`config.mk`:
```
export PLATFORM = sky130hd
export DESIGN_NAME = frame_config_writer
export DESIGN_NICKNAME = d
export VERILOG_FILES = /design/src/rtl/frame_config_writer.sv
export SDC_FILE = /design/constraint.sdc
export NUM_CORES = 1
export LEC_CHECK = 0
export BUFFER_PORTS_ARGS = -buffer_cell sky130_fd_sc_hd__buf_2
export CAP_MARGIN = 20
export CORE_AREA = 2 2 286 288
export CTS_CLUSTER_SIZE = 25
export DETAILED_ROUTE_END_ITERATION = 16
export DIE_AREA = 0 0 288 290
export HOLD_SLACK_MARGIN = 0.08
export MAX_ROUTING_LAYER = met4
export PLACE_DENSITY = 0.65
export SLEW_MARGIN = 5
export SYNTH_ARGS = -nofsm -noshare
export SYNTH_HDL_FRONTEND = slang
export SYNTH_SLANG_ARGS = --single-unit
export TNS_END_PERCENT = 1
```
`constraint.sdc`:
```
create_clock -name UserCLK -period 3.9 [get_ports UserCLK]
set_input_delay 0.39 -clock UserCLK [delete_from_list [all_inputs] [get_ports UserCLK]]
set_output_delay 0.39 -clock UserCLK [all_outputs]
set_load 0.05 [all_outputs]
```
`src/rtl/frame_config_writer.sv`:
```
// Frame-interface configuration writer: assembles one NumRows-word frame per header
// and pulses a single FrameStrobe line. Optional parity check: FRAME_CONFIG_WRITER_PARITY_EN.
module frame_config_writer #(
    parameter int MaxFramesPerCol = 20,
    parameter int FrameBitsPerRow = 32,
    parameter int NumRows         = 16,
    parameter int NumColumns      = 8
) (
    input  logic                                   UserCLK,
    input  logic                                   Reset,
    input  logic [31:0]                            WordIn,
    input  logic                                   WordValid,
    output logic                                   WordReady,
    output logic [FrameBitsPerRow*NumRows-1:0]     FrameData,
    output logic [MaxFramesPerCol*NumColumns-1:0]  FrameStrobe,
    output logic                                   Busy,
    output logic                                   FrameError,
    output logic [15:0]                            FrameCount
);

    localparam int RowW    = (NumRows > 1) ? $clog2(NumRows) : 1;
    localparam int StrobeW = MaxFramesPerCol * NumColumns;
    localparam int DataW   = FrameBitsPerRow * NumRows;

    localparam logic [RowW-1:0] LastRow  = RowW'(NumRows - 1);
    localparam logic [6:0]      ColLimit = 7'(NumColumns);
    localparam logic [7:0]      FrmLimit = 8'(MaxFramesPerCol);

    typedef enum logic [1:0] {
        S_IDLE   = 2'd0,
        S_LOAD   = 2'd1,
        S_CHECK  = 2'd2,
        S_STROBE = 2'd3
    } state_t;

    function automatic logic parity32(input logic [31:0] word);
        return ^word;
    endfunction

    state_t               r_state;
    logic                 r_ready;
    logic                 r_busy;
    logic                 r_error;
    logic [15:0]          r_count;
    logic [DataW-1:0]     r_frame_data;
    logic [StrobeW-1:0]   r_strobe;
    logic [RowW-1:0]      r_row;
    logic [6:0]           r_col;
    logic [7:0]           r_frm;
    logic                 r_hdr_par;
    logic                 r_par_acc;

    logic                 w_xfer;
    logic                 w_reject;
    logic [15:0]          w_strobe_idx;
    logic                 w_unused_bits;

    assign w_xfer       = WordValid && r_ready;
    assign w_strobe_idx = (16'(r_col) * 16'(MaxFramesPerCol)) + 16'(r_frm);

    // Range check uses the full 7-bit column and 8-bit frame fields, never truncated.
`ifdef FRAME_CONFIG_WRITER_PARITY_EN
    assign w_reject      = (r_col >= ColLimit) || (r_frm >= FrmLimit) || (r_par_acc != r_hdr_par);
    assign w_unused_bits = ^WordIn[15:1];
`else
    assign w_reject      = (r_col >= ColLimit) || (r_frm >= FrmLimit);
    assign w_unused_bits = ^{WordIn[15:0], r_hdr_par, r_par_acc};
`endif

    // Frame sequencer: header capture, row loading, range/parity check and strobe.
    always_ff @(posedge UserCLK) begin
        if (Reset) begin
            r_state      <= S_IDLE;
            r_ready      <= 1'b0;
            r_busy       <= 1'b0;
            r_error      <= 1'b0;
            r_count      <= 16'd0;
            r_frame_data <= '0;
            r_strobe     <= '0;
            r_row        <= '0;
            r_col        <= 7'd0;
            r_frm        <= 8'd0;
            r_hdr_par    <= 1'b0;
            r_par_acc    <= 1'b0;
        end else begin
            r_strobe <= '0;
            r_error  <= 1'b0;
            case (r_state)
                S_IDLE: begin
                    r_ready <= 1'b1;
                    // Words without bit31 set are dropped while hunting for a header.
                    if (w_xfer && WordIn[31]) begin
                        r_col     <= WordIn[30:24];
                        r_frm     <= WordIn[23:16];
                        r_hdr_par <= WordIn[0];
                        r_par_acc <= 1'b0;
                        r_row     <= '0;
                        r_busy    <= 1'b1;
                        r_state   <= S_LOAD;
                    end else begin
                        r_busy    <= 1'b0;
                    end
                end
                S_LOAD: begin
                    if (w_xfer) begin
                        r_frame_data[r_row*FrameBitsPerRow +: FrameBitsPerRow] <= WordIn;
                        r_par_acc <= r_par_acc ^ parity32(WordIn);
                        r_row     <= r_row + RowW'(1);
                        if (r_row == LastRow) begin
                            r_ready <= 1'b0;
                            r_state <= S_CHECK;
                        end else begin
                            r_ready <= 1'b1;
                        end
                    end else begin
                        r_ready <= 1'b1;
                    end
                end
                S_CHECK: begin
                    if (w_reject) begin
                        r_error <= 1'b1;
                        r_ready <= 1'b1;
                        r_busy  <= 1'b0;
                        r_state <= S_IDLE;
                    end else begin
                        r_strobe <= StrobeW'(1) << w_strobe_idx;
                        r_count  <= r_count + 16'd1;
                        r_ready  <= 1'b0;
                        r_busy   <= 1'b1;
                        r_state  <= S_STROBE;
                    end
                end
                S_STROBE: begin
                    r_ready <= 1'b1;
                    r_busy  <= 1'b0;
                    r_state <= S_IDLE;
                end
                default: begin
                    r_ready <= 1'b1;
                    r_busy  <= 1'b0;
                    r_state <= S_IDLE;
                end
            endcase
        end
    end

    assign WordReady   = r_ready;
    assign FrameData   = r_frame_data;
    assign FrameStrobe = r_strobe;
    assign Busy        = r_busy;
    assign FrameError  = r_error;
    assign FrameCount  = r_count;

endmodule

```
### Word-level counts from Yosys, hierarchy flattened

Cells that the tools add are included.

| cells by class | value |
|---|---|
| add/sub/neg operators | 4 |
| $mul | 1 |
| $lt $le $gt $ge | 2 |
| equal/unequal tests | 7 |
| shifts and indexed selects | 3 |
| multiplexer cells | 16 |
| bitwise gates (word level) | 2 |
| reductions and logical operators | 14 |

Operators by type and width:

| operator | number |
|---|---|
| bitwise mux 512 bit | 1 |
| variable shift 32 x 34 -> 512 bit (first input constant) | 1 |
| indexed part select 32 x 34 -> 512 bit | 1 |
| << shifter 1 x 13 -> 160 bit (first input constant) | 1 |
| negator 9 -> 34 bit | 1 |
| adder 16 x 1 -> 16 bit (second input constant) | 1 |
| adder 12 x 8 -> 13 bit | 1 |
| multiplier 7 x 3 -> 10 bit (second input constant) | 1 |
| >= comparator 8 x 5 -> 1 bit (second input constant) | 1 |
| 2-to-1 mux 2 bit | 4 |
| 2-to-1 mux 4 bit | 2 |
| one-hot mux 2 bit (4 select lines) | 1 |
| one-hot mux 4 bit (2 select lines) | 1 |
| >= comparator 7 x 4 -> 1 bit (second input constant) | 1 |
| inequality test 2 bit (second input constant) | 3 |
| one-hot mux 1 bit (3 select lines) | 2 |
| AND reduction 2 bit | 3 |
| AND reduction 3 bit | 2 |
| 2-to-1 mux 1 bit | 5 |
| adder 4 x 1 -> 4 bit (second input constant) | 1 |
| equality test 2 bit (second input constant) | 2 |
| equality test 4 bit (second input constant) | 1 |
| OR reduction 2 bit | 2 |
| nonzero test 3 bit | 1 |
| 7 further kinds | 9 |

| word-level totals | value |
|---|---|
| register bits | 712 |
| bits of input ports | 35 |
| logic and storage cells | 59 |

### Longest topological paths before layout

| logic depth | value |
|---|---|
| depth after elaboration | 4 |
| mapped depth | 12 |
| gate-level depth less buffers | 10 |

### Worst setup path after synthesis

Ideal clock, no wire load.

| timing path | value |
|---|---|
| path kind | register -> register |
| start point | reg r_col[3] |
| end point | reg r_strobe[65], in the netlist FrameStrobe[65] |
| setup time | 0.141 ns |
| arrival | 3.032 ns |
| required time | 3.759 ns |
| slack | 0.727 ns |
| stages on the path, launching flop included | 11 |
| clock period less this slack | 3.173 ns |
| cells stage by stage | dfxtp_1 > ha_1 > ha_1 > fa_1 > xor2_1 > ha_1 > or2_2 > and4_1 > o211ai_1 > clkbuf_1 > nor4_1 |

| on the way | value |
|---|---|
| cells in the longest elaborated chain, start to end | 3 |
| elaborated cells on any way between the ends | 6 |
| classes of those cells | add/sub (1); mul (1); order compare (1); shift (1); reduce/logical (2) |

RTL lines:

| element | RTL line | text |
|---|---|---|
| start, declared | 48 | `logic [6:0] r_col;` |
| start signal, assigned | 93 | `r_col <= WordIn[30:24];` |
| multiplier 7 x 3 -> 10 bit / >= comparator 7 x 4 -> 1 bit (equally long branches) | 59, 66 |  |
| adder 12 x 8 -> 13 bit / logical OR 1 bit (equally long branches) | 59, 66 |  |
| << shifter 1 x 13 -> 160 bit / OR reduction 3 bit (equally long branches) | n/a |  |
| end signal, assigned | 126 | `r_strobe <= StrobeW'(1) << w_strobe_idx;` |
| end, declared | 46 | `logic [StrobeW-1:0] r_strobe;` |

Parallel ways exist; a longest one is shown, timed or not.
A chain may end at the register's enable or synchronous reset.

### Final worst setup path

| timing path | value |
|---|---|
| start point | reg r_col[1] |
| end point | reg r_strobe[3], in the netlist FrameStrobe[3] |

The elaborated chain is that of the path after synthesis.

==> flow_summary_export.csv <==
group,metric,value,unit
outcome,status,"completed",
cts,clock-sinks,712,
hold_path,holdPathStages,2,
placed_design,gp_congestion,0.883,
final_layout,layout.nets,3754,
flow_run,cap_violations,0,
worst_setup_path,r2r_cells,11,
detailed_routing,routed_via_density,5.49,
logic_synthesis,ys_seq_area_share,53.4,%
detailed_routing,ant_nets,0,
cts,cts-root-buf,"clkbuf_16",
timing,hold_violations,0,
global_route,grt_use_total,27.1,%
hold_path,min-delay-start,"Reset",
worst_setup_path,required,4.36,ns
timing,tightestPinTransition,1.29,ns
final_layout,regArea,14300,um^2
logic_synthesis,netlist_area,26700,um^2
die,initial_core_util,33.3,%
logic_synthesis,synth_top_family_by_area,"simple AND/OR/NAND/NOR gates",
worst_setup_path,crit_fanout,13,
timing,rsz0062_at_grt,"no",
power_and_ir_drop,power_density,497,nW/um^2
hold_path,hold-path-endpoint,"FrameCount[9]$_SDFFE_PP0P_",
hold_path,worstHoldPathType,"in -> reg",
worst_setup_path,timing.reg2reg.setup_slack,0.30,ns
cts,cts_buffers,78,
logic_synthesis,synthSimpleGateAreaFrac,25.8,%
detailed_routing,wl_per_cell,24.1,um
worst_setup_path,reg2reg_from,"r_col[1]$_SDFFE_PP0P_",
timing,fin_crit_sh,92.3,%
die,row_count,104,
worst_setup_path,crit_type,"reg -> reg",
die,fp.dieArea,83500,um^2
detailed_routing,drtIter0Drc,2482,
worst_setup_path,endpoint_kind,"flip-flop",
logic_synthesis,synthArstFlopShare,0,%
cts,insertion_delay,0.65,ns
logic_synthesis,synth_cell_types,63,
global_route,grt_pass1_vias,24500,
logic_synthesis,syn_inst,3172,
timing,period_minus_slack,3.60,ns
final_layout,area_delta_synth_final,26.6,%
logic_synthesis,synth_area_per_cell,8.41,um^2
worst_setup_path,critPathLaunchType,"flip-flop",
logic_synthesis,synth_warnings,0,
die,chipHeight,290,um
cts,clk_pin_slew_worst_paths,0.06,ns
power_and_ir_drop,ir_drop,327,uV
timing,setup_viol,0,
cts,cts_tree,"built",
global_route,antenna_found_initial,6,
logic_synthesis,ys.flop_type,"dfxtp_1",
worst_setup_path,r2r-end,"FrameStrobe[3]$_SDFF_PP0_",
logic_synthesis,synth_seq_cells,712,
power_and_ir_drop,p_total,0.0168,W
detailed_routing,wl,116000,um
final_layout,n_fill_cell,8016,
die,coreArea,80200,um^2
cts,cts.path.max_buffers,3,
timing,clock-skew-final,0.0286,ns
die,die_w,288,um
global_route,grt_pass1_wl,166000,um
logic_synthesis,syn_nets,3235,
timing,slew-limit-headroom,13.9,%
cts,htree_levels,3,
worst_setup_path,worstPathArrival,4.06,ns
detailed_routing,drcViolationCount,0,
final_layout,drive_gt1_share,26.4,%
timing,finalSetupTns,0,ns
logic_synthesis,synthAdderAreaFrac,1.37,%
logic_synthesis,synth_enable_flop_cells,0,
timing,slew_violations,0,
detailed_routing,drt_pass1_iterations,5,
detailed_routing,via_count,26500,
power_and_ir_drop,p_leak,13.5,nW
logic_synthesis,synth_compound_area_share,12.6,%
placed_design,numPortBuffers,725,
logic_synthesis,synthXorXnorAreaFrac,0.839,%
global_route,gr-total-overflow,0,
placed_design,hpwl,75800,um
logic_synthesis,synthMuxAreaShare,0.206,%
timing,timing.fmax,278,MHz
global_route,grt_start_max_net_pins,229,
final_layout,multi_input_area,11000,um^2
die,ios,726,
[cell usage in the layout (no fill, tap or decap), types with 4 or more instances in the layout]
master / count
xor2_1: 9
nand3_1: 344
nand4_1: 151
xnor2_1: 10
ha_1: 26
nand2b_1: 6
nor2_1: 34
buf_4: 68
o211ai_1: 21
inv_6: 6
nand2_1: 601
or3_1: 16
buf_12: 9
nor4_1: 164
diode_2: 4
and2_1: 6
nor3_1: 13
inv_1: 9
clkinv_2: 15
o2111ai_1: 32
nor3b_1: 5
clkinvlp_4: 7
bufinv_16: 8
clkbuf_16: 78
nor2b_1: 10
nor2_2: 8
dfxtp_1: 712
buf_2: 724
clkbuf_8: 18
clkbuf_1: 7
nand3_2: 6
nor2_4: 4
a21oi_1: 533
and3_1: 18
[state kept, by name, summed over array words and instances, names as in the netlist]
| signal | cells |
|---|---|
| Busy | 1 |
| r_row | 4 |
| r_state | 2 |
| r_col | 7 |
| FrameData | 512 |
| r_frm | 8 |
| FrameCount | 16 |
| FrameStrobe | 160 |
| FrameError | 1 |
| WordReady | 1 |
[area by class of cell]
type | count | share of cell area, %
Tap cell | 1060 | 3.93
Clock inverter | 43 | 1.69
Timing Repair Buffer | 803 | 12.8
Sequential cell | 712 | 42.2
Antenna cell | 4 | 0.0296
Clock buffer | 103 | 6.59
Multi-Input combinational cell | 2087 | 32.6
Inverter | 9 | 0.100
[where the power goes]
part / leakage (nW) / switching, W / internal [W]
Clock: 1.36 / 0.00334 / 0.00464
Sequential: 5.73 / 0.0000549 / 0.00732
Combinational: 6.39 / 0.00114 / 0.000285
Total: 13.5 / 0.00454 / 0.0122
[logic make-up after synthesis]
logic type	after synthesis
XOR/XNOR	23
buffers and inverters	373
AND/OR/NAND/NOR	1416
AO/OA/AOI/OAI	615
multiplexers	5
adder cells (fa/ha/maj)	28
flip-flops	712
[metrics by stage]
step	util, %	setup slack (ns)	hold WS [ns]	std cells	area, um^2
finish	42.2	0.299	0.138	4821	33800
global route	42.2	0.0815	0.162	4820	33800
CTS	42.1	0.346	0.133	4817	33800
detailed placement	38.6	0.381	0.440	4671	31000
global placement	38.6	0.366	0.435	4671	31000
floorplan	-	0.727	0.450	3172	26700
[worst max-delay path: stages (launching register included)]
cell and delay, ns:
dfxtp_1 0.43, ha_1 0.27, ha_1 0.24, fa_1 0.44, xor2_1 0.19, ha_1 0.35, nor2b_1 0.16, o21ai_0 0.07
and4b_1 0.24, buf_4 0.19, o211ai_1 0.75, nor4_1 0.11
[cells in the mapped netlist, types with 7 or more instances]
cell type / number / area share, %
o2111ai_1: 33 / 1.1
buf_1: 15 / 0.21
buf_2: 96 / 1.8
and3_1: 19 / 0.45
inv_1: 9 / 0.13
nand2_1: 601 / 8.5
dfxtp_1: 712 / 53
nand3_1: 348 / 6.5
nor2b_1: 10 / 0.23
and2_1: 7 / 0.16
nor3_1: 14 / 0.26
ha_1: 26 / 1.2
xnor2_1: 10 / 0.33
clkbuf_1: 246 / 3.5
nand4_1: 151 / 3.5
a21oi_1: 534 / 10
or3_1: 17 / 0.40
nor2_1: 46 / 0.65
nor4_1: 164 / 3.8
xor2_1: 10 / 0.33
o211ai_1: 21 / 0.59
[metal layers]
| layer | up-vias | routed length (um) | GRT usage (%) |
|---|---|---|---|
| met1 | 12700 | 45400 | 32.3 |
| li1 | 12200 | - | - |
| met3 | 254 | 10900 | 7.20 |
| met5 | - | 0 | - |
| met4 | 0 | 5550 | 13.3 |
| met2 | 1360 | 54400 | 42.1 |
[worst max path at each step]
stage | depth (start not counted) | startpoint | end
after floorplan | 10 | r_col[3]$_SDFFE_PP0P_ | FrameStrobe[65]$_SDFF_PP0_
after global placement | 11 | r_col[3]$_SDFFE_PP0P_ | FrameStrobe[76]$_SDFF_PP0_
after detailed placement | 11 | r_col[1]$_SDFFE_PP0P_ | FrameStrobe[92]$_SDFF_PP0_
after CTS | 11 | r_col[1]$_SDFFE_PP0P_ | FrameStrobe[71]$_SDFF_PP0_
after global routing | 11 | r_col[1]$_SDFFE_PP0P_ | FrameStrobe[82]$_SDFF_PP0_
final | 11 | r_col[1]$_SDFFE_PP0P_ | FrameStrobe[3]$_SDFF_PP0_
[repair_timing]
item,4_1_cts,5_1_grt
setup buffers,0,0
resized for setup,0,1
endpoints found under the hold margin,0,0
hold buffers,0,0
endpoints found under the setup margin,0,1
No activity file was read; power rests on OpenSTA's default activity.
